<file path="src/rtl/fetch_ctrl.sv">
// Instruction-fetch sequencer: owns the PC, runs the imem req/gnt/rvalid
// handshake, presents one instruction at a time and traps on response timeout.
module fetch_ctrl #(
  parameter logic [31:0] RESET_PC = 32'h0000_0000,
  parameter int          WAIT_W   = 8,
  parameter int          MAX_WAIT = 255
) (
  input  logic        clk,
  input  logic        rst,
  input  logic [31:0] npc,
  input  logic        inst_ack,
  input  logic        flush,
  input  logic [31:0] flush_pc,
  output logic        imem_req,
  output logic [31:0] imem_addr,
  input  logic        imem_gnt,
  input  logic        imem_rvalid,
  input  logic [31:0] imem_rdata,
  output logic [31:0] pc,
  output logic [31:0] inst,
  output logic        inst_valid,
  output logic        imem_err
);

  typedef enum logic [2:0] {
    IDLE  = 3'd0,
    REQ   = 3'd1,
    WAIT  = 3'd2,
    VALID = 3'd3,
    DROP  = 3'd4,
    HALT  = 3'd5
  } state_t;

  // Counter value seen during the last permitted wait cycle.
  localparam logic [WAIT_W-1:0] LAST_WAIT = WAIT_W'(MAX_WAIT - 1);

  state_t              state_r, state_s;
  logic [31:0]         pc_r, pc_s;
  logic [31:0]         inst_r, inst_s;
  logic [WAIT_W-1:0]   cnt_r, cnt_s;
  logic                err_r, err_s;
  logic                req_r, valid_r;

  // Next-state, PC, instruction, timeout counter and error decode.
  always_comb begin
    state_s = state_r;
    pc_s    = pc_r;
    inst_s  = inst_r;
    cnt_s   = cnt_r;
    err_s   = err_r;
    case (state_r)
      IDLE: begin
        state_s = REQ;
        if (flush) begin
          pc_s = flush_pc;
        end else begin
          pc_s = pc_r;
        end
      end
      REQ: begin
        if (flush) begin
          pc_s = flush_pc;
          if (imem_gnt) begin
            state_s = DROP;
            cnt_s   = {WAIT_W{1'b0}};
          end else begin
            state_s = REQ;
          end
        end else if (imem_gnt) begin
          state_s = WAIT;
          cnt_s   = {WAIT_W{1'b0}};
        end else begin
          state_s = REQ;
        end
      end
      WAIT: begin
        if (imem_rvalid) begin
          if (flush) begin
            pc_s    = flush_pc;
            state_s = REQ;
          end else begin
            inst_s  = imem_rdata;
            state_s = VALID;
          end
        end else if (flush) begin
          // The granted request is still in flight; its response must be dropped.
          pc_s    = flush_pc;
          state_s = DROP;
          cnt_s   = {WAIT_W{1'b0}};
        end else if (cnt_r == LAST_WAIT) begin
          err_s   = 1'b1;
          state_s = HALT;
        end else begin
          cnt_s = cnt_r + WAIT_W'(1);
        end
      end
      VALID: begin
        if (flush) begin
          pc_s    = flush_pc;
          state_s = REQ;
        end else if (inst_ack) begin
          pc_s    = npc;
          state_s = REQ;
        end else begin
          state_s = VALID;
        end
      end
      DROP: begin
        if (flush) begin
          pc_s = flush_pc;
        end else begin
          pc_s = pc_r;
        end
        if (imem_rvalid) begin
          state_s = REQ;
        end else if (cnt_r == LAST_WAIT) begin
          err_s   = 1'b1;
          state_s = HALT;
        end else begin
          cnt_s = cnt_r + WAIT_W'(1);
        end
      end
      HALT: begin
        state_s = HALT;
      end
      default: begin
        state_s = IDLE;
      end
    endcase
  end

  // State and datapath registers; outputs are flopped from the next state.
  always_ff @(posedge clk or negedge rst) begin
    if (!rst) begin
      state_r <= IDLE;
      pc_r    <= RESET_PC;
      inst_r  <= 32'h0000_0000;
      cnt_r   <= {WAIT_W{1'b0}};
      err_r   <= 1'b0;
      req_r   <= 1'b0;
      valid_r <= 1'b0;
    end else begin
      state_r <= state_s;
      pc_r    <= pc_s;
      inst_r  <= inst_s;
      cnt_r   <= cnt_s;
      err_r   <= err_s;
      req_r   <= (state_s == REQ);
      valid_r <= (state_s == VALID);
    end
  end

  assign imem_req   = req_r;
  assign imem_addr  = {pc_r[31:2], 2'b00};
  assign pc         = pc_r;
  assign inst       = inst_r;
  assign inst_valid = valid_r;
  assign imem_err   = err_r;

endmodule

</file>
<file path="config.mk">
export PLATFORM = sky130hd
export DESIGN_NAME = fetch_ctrl
export DESIGN_NICKNAME = d
export VERILOG_FILES = /design/src/rtl/fetch_ctrl.sv
export SDC_FILE = /design/constraint.sdc
export NUM_CORES = 1
export LEC_CHECK = 0
export CORE_MARGIN = 3
export CORE_UTILIZATION = 40
export CTS_BUF_LIST = sky130_fd_sc_hd__clkbuf_16
export CTS_CLUSTER_DIAMETER = 80
export DETAILED_ROUTE_END_ITERATION = 6
export PLACE_DENSITY = 0.88
export SLEW_MARGIN = 20
export SYNTH_ARGS = -nofsm -noshare
export SYNTH_HDL_FRONTEND = slang
export SYNTH_SLANG_ARGS = --single-unit
</file>
<file path="constraint.sdc">
create_clock -name clk -period 1.9 [get_ports clk]
set_input_delay 0.38 -clock clk [delete_from_list [all_inputs] [get_ports clk]]
set_output_delay 0.38 -clock clk [all_outputs]
set_load 0.01 [all_outputs]
</file>
# --- After elaboration in Yosys (flattened, before gate mapping) ---
# Cells that the tools add are included.
totals:
  inputBits: 102
  output_inout_bits: 99
  register_bits: 78
classes:
  eq_ne: 14
  bitwise_logic: 1
  n_reduce_logical: 9
  n_addsub: 1
  n_mux: 26
op_table:
  columns: ["operator", "count"]
  rows:
  - ["$mux 32", 3]
  - ["$pmux 32 s2", 1]
  - ["$mux 8", 5]
  - ["$pmux 8 s3", 1]
  - ["$mux 3", 6]
  - ["$pmux 3 s6", 1]
  - ["$eq 3x2->1 const B", 3]
  - ["$add 8x1->8 const B", 1]
  - ["$eq 8x8->1 const B", 1]
  - ["$mux 2", 4]
  - ["$ne 2x2->1 const B", 4]
  - ["$reduce_and 4->1", 2]
  - ["$eq 3x1->1 const B", 2]
  - ["$eq 3x3->1 const B", 2]
  - ["$reduce_and 3->1", 2]
  - ["$mux 1", 4]
  - ["$reduce_bool 2->1", 2]
  - ["$reduce_or 4->1", 1]
  - ["$logic_not 3->1", 1]
  - ["$ne 3x3->1 const B", 1]
  - ["$reduce_bool 3->1", 1]
  - ["$ne 2x1->1 const B", 1]
  - ["$pmux 1 s2", 1]
  - ["$not 1->1", 1]

# --- Logic depth before layout (Yosys ltp) ---
depth:
  word_depth: 6
  ltp_mapped: 7
  mapped_depth_nobuf: 6

# --- Least setup slack after synthesis ---
# OpenSTA, ideal clock, no wires.
synth_path:
  path_type: "reg2reg"
  from: "register state_r[2]"
  to: "register inst_r[0] (netlist: inst[0])"
  synth_period_minus_slack_ns: 1.738
  t_required_ns: 1.775
  setup_time_ns: 0.125
  t_arrival_ns: 1.613
  slack_ns: 0.162
  path_stages_with_launch: 7
  cell_sequence: "dfrtp_1 > buf_2 > nor4b_1 > and2_1 > buf_4 > buf_6 > mux2_2"
synth_between:
  elab_chain_cells: 2
synth_rtl:
  columns: ["element", "line", "source"]
  rows:
  - ["from (decl)", "37", "state_t state_r, state_s;"]
  - ["from (signal assigned)", "143", "state_r <= state_s;"]
  - ["$eq 3x2->1", "51", "case (state_r)"]
  - ["$reduce_and 3->1 (no source line)", null, null]
  - ["to (signal assigned)", "145", "inst_r <= inst_s;"]
  - ["to (decl)", "39", "logic [31:0] inst_r, inst_s;"]
# No other way between the ends.
# A chain may end at the register's enable or synchronous reset.

# --- Final worst setup path ---
layout_path:
  from: "register cnt_r[0]"
  to: "register req_r (netlist: imem_req)"
layout_between:
  elab_chain_cells: 6
  word_cells_on_any_way: 7
layout_rtl:
  columns: ["element", "line", "source"]
  rows:
  - ["from (decl)", "40", "logic [WAIT_W-1:0] cnt_r, cnt_s;"]
  - ["from (signal assigned)", "138", "cnt_r <= {WAIT_W{1'b0}};"]
  - ["from (signal assigned)", "146", "cnt_r <= cnt_s;"]
  - ["$eq 8x8->1 *", "90, 116", null]
  - ["$mux 3 *", "90, 116", null]
  - ["$mux 3", "85", "end else if (flush) begin"]
  - ["$mux 3", "77", "if (imem_rvalid) begin"]
  - ["$pmux 3 s6 *", "51", null]
  - ["$eq 3x1->1 *", "148", "req_r <= (state_s == REQ);"]
  - ["to (signal assigned)", "148", null]
  - ["to (decl)", "42", "logic req_r, valid_r;"]
# Mark *: on every way between the ends. The rest lies on a longest branch, timed or not.

==> impl_metrics.ini <==
[global_route]
grt_pass1_wl_mm = 16.3
overflow = 0
grt_start_max_net_pins = 42
first_global_vias = 3367
antenna_found_initial = 0
track_usage_pct = 19.5

[power_and_ir_drop]
internal_power_mw = 5.98
share_comb_of_total_power_pct = 49.6
power.leakage_nw = 2.62
switchingPower_mw = 3.10
peakVddDrop_uv = 789
power_density_nw_per_um2 = 1490
p_clk_share_pct = 19.3
power_mw = 9.08
seq_power_share_pct = 31.1
swShare_pct = 34.2

[sta]
worst_pin_slew_ns = 0.548
period_needed_ns = 1.77
hold_violations = 0
clock_skew_ns = 0.00548
slew_headroom_pct = 63.3
setup_viol_count_final = 0
min_period_over_period_pct = 92.9
timing.fmax_mhz = 566
slew_viol_final = 0
rsz0062_at_grt = no

[yosys]
yosysTopAreaCell = dfrtp_1
synth_top_area_share_pct = 51.4
ys_types = 43
synth-edff-count = 0
synthXorXnorAreaFrac_pct = 0
yosysWarnings = 0
netlist_area_um2 = 3800
synth-simple-area-share_pct = 16.3
avgSynthCellArea_um2 = 10.2
synth-main-ff-cell = dfrtp_1
synth-seq-cells = 78
synth-adder-area-share_pct = 0.922
synth-compound-area-share_pct = 11.5
synthCells = 372
synthArstFlopShare_pct = 100
synthMuxAreaShare_pct = 9.49
synth_top_family_by_area = simple AND/OR/NAND/NOR gates
seq_area_frac_synth_pct = 51.4
ys_top_cells_by_area = dfrtp_1 51%, mux2_2 9.5%, nand2_1 6.8%

[worst_setup_path]
cp-start-kind = register
arrival_ns = 2.01
path_cells = inv_1 -> ha_1 -> nand4_1 -> or3_4 -> a211oi_2
crit_required_ns = 2.14
crit_family = simple AND/OR/NAND/NOR gates
critPathKind = reg2reg
worstPathMaxFanout = 6
critPathSlowestCell = or3_4
r2r_end = imem_req
reg2reg_depth = 5
endpoint_kind = register
cp_num_buf_inv = 1
r2r_setup_slack_ns = 0.13
slowest_delay_ns = 0.48
r2r_start = cnt_r[0]

[die]
die_height_um = 103
pin_count = 201
die_x_um = 103
initial_utilization_pct = 42.3
num_rows = 34
die-area_um2 = 10700
core_um2 = 8980

[layout]
final_common_cell = clkdlybuf4s50_1
final_cell_mix = 196 x clkdlybuf4s50_1, 78 x dfrtp_1, 69 x nand2_1
syn2layout_area_growth_pct = 60.3
drive_above_1_share_pct = 14.1
diodes = 0
final_nets = 651
fin_cells = 678

[clocking]
clk_latency_ns = 0.32
clk_pin_slew_ns = 0.06
cts_buffers = 9
cts_max_level = 3
cts-root-buf = clkbuf_16
clkSinkCount = 78
clockBufferDepth = 2
cts_tree = yes

[outcome]
run_status = complete, no violations

[placed_design]
dp_cells = 661
post-dp-hpwl_mm = 8.22
globalplace.congestion = 0.931
numPortBuffers = 198

[job]
drv_cap = 0

[route]
first_iter_violations = 101
post-route-drc-count = 0
routed_wl_mm = 10.8
via_per_inst = 4.95
vias = 3355
antenna_left = 0
drtPass1Iterations = 5
wl_per_cell_um = 16.0

[hold_path]
min_path_type = in2async
## cells by family after synthesis
family / after synthesis
DFF: 78
buffers and inverters: 58
and+or+nand+nor: 136
AOI/OAI and AO/OA: 64
adders and majority gates: 3
other: 1
muxes: 32
## flip-flops by register name, summed over array words and instances (netlist names)
name	count
inst_valid	1
cnt_r	8
inst	32
pc	32
imem_err	1
imem_req	1
state_r	3
## metrics by stage
| stage | worst slack [ns] | setup TNS [ns] | util [%] | area (um^2) | hold WS [ns] |
|---|---|---|---|---|---|
| final | 0.135 | 0 | 67.8 | 6090 | 0.0248 |
| after global routing | 0.00240 | 0 | 67.8 | 6090 | 0.0492 |
| after floorplan | 0.162 | 0 | - | 3800 | 0.0844 |
| after CTS | 0.0643 | 0 | 67.7 | 6070 | 0.0395 |
| after detailed placement | -0.301 | -12.01 | 64.2 | 5760 | 0.389 |
| after global placement | -0.223 | -9.25 | 64.2 | 5760 | 0.387 |
## cell usage after synthesis (3+ instances only)
library cell	instances
and2_1	3
dfrtp_1	78
buf_6	4
buf_2	14
inv_1	4
a21oi_1	7
a31oi_1	35
buf_4	33
o21ai_0	8
nor2_1	40
nand4_1	3
mux2_2	32
nand2_1	69
clkbuf_1	3
## layer usage
metal	global-route usage (%)	part of all wire (%)
met3	3.69	5.7
met2	35.8	54
met5	0	0
met4	5.48	1.4
met1	23.2	38
## worst max path at each step
stage               startpoint        to  cells after the start
floorplan           state_r[2]   inst[0]                      6
global placement         flush  inst[27]                      5
detailed placement    imem_gnt  cnt_r[3]                      6
CTS                      flush   inst[6]                      5
global route          cnt_r[0]  imem_req                      5
finish                cnt_r[0]  imem_req                      5
## worst reg2reg max path: stages (launching register included)
cell	delay (ns)
dfrtp_1	0.44
inv_1	0.09
ha_1	0.21
nand4_1	0.25
or3_4	0.48
a211oi_2	0.22
## power groups by stage
stage	registers [mW]	clock network, mW	logic, mW
final	2.82	1.76	4.50
after floorplan	3.08	0	2.03
after global routing	2.92	1.88	4.84
after detailed placement	2.85	0	4.52
after CTS	2.83	1.80	4.54
after global placement	2.81	0	4.39
## layout make-up
| class | instances | area, um^2 |
|---|---|---|
| clock buffers | 9 | 225 |
| clock inverters | 7 | 80.1 |
| fillers | 701 | 2890 |
| inverters | 4 | 15.0 |
| multi-input cells | 237 | 1470 |
| flip-flops and latches | 78 | 1950 |
| well taps | 126 | 158 |
| repair buffers | 217 | 2190 |
## timing repair
action / 4_1_cts / 5_1_grt
setup buffers: 0 / 1
hold buffers: 0 / 0
pin swaps: 0 / 2
endpoints found under the hold margin: 0 / 0
endpoints found under the setup margin: 5 / 34
gates resized for setup: 1 / 2
(Power assumes the default switching activity.)
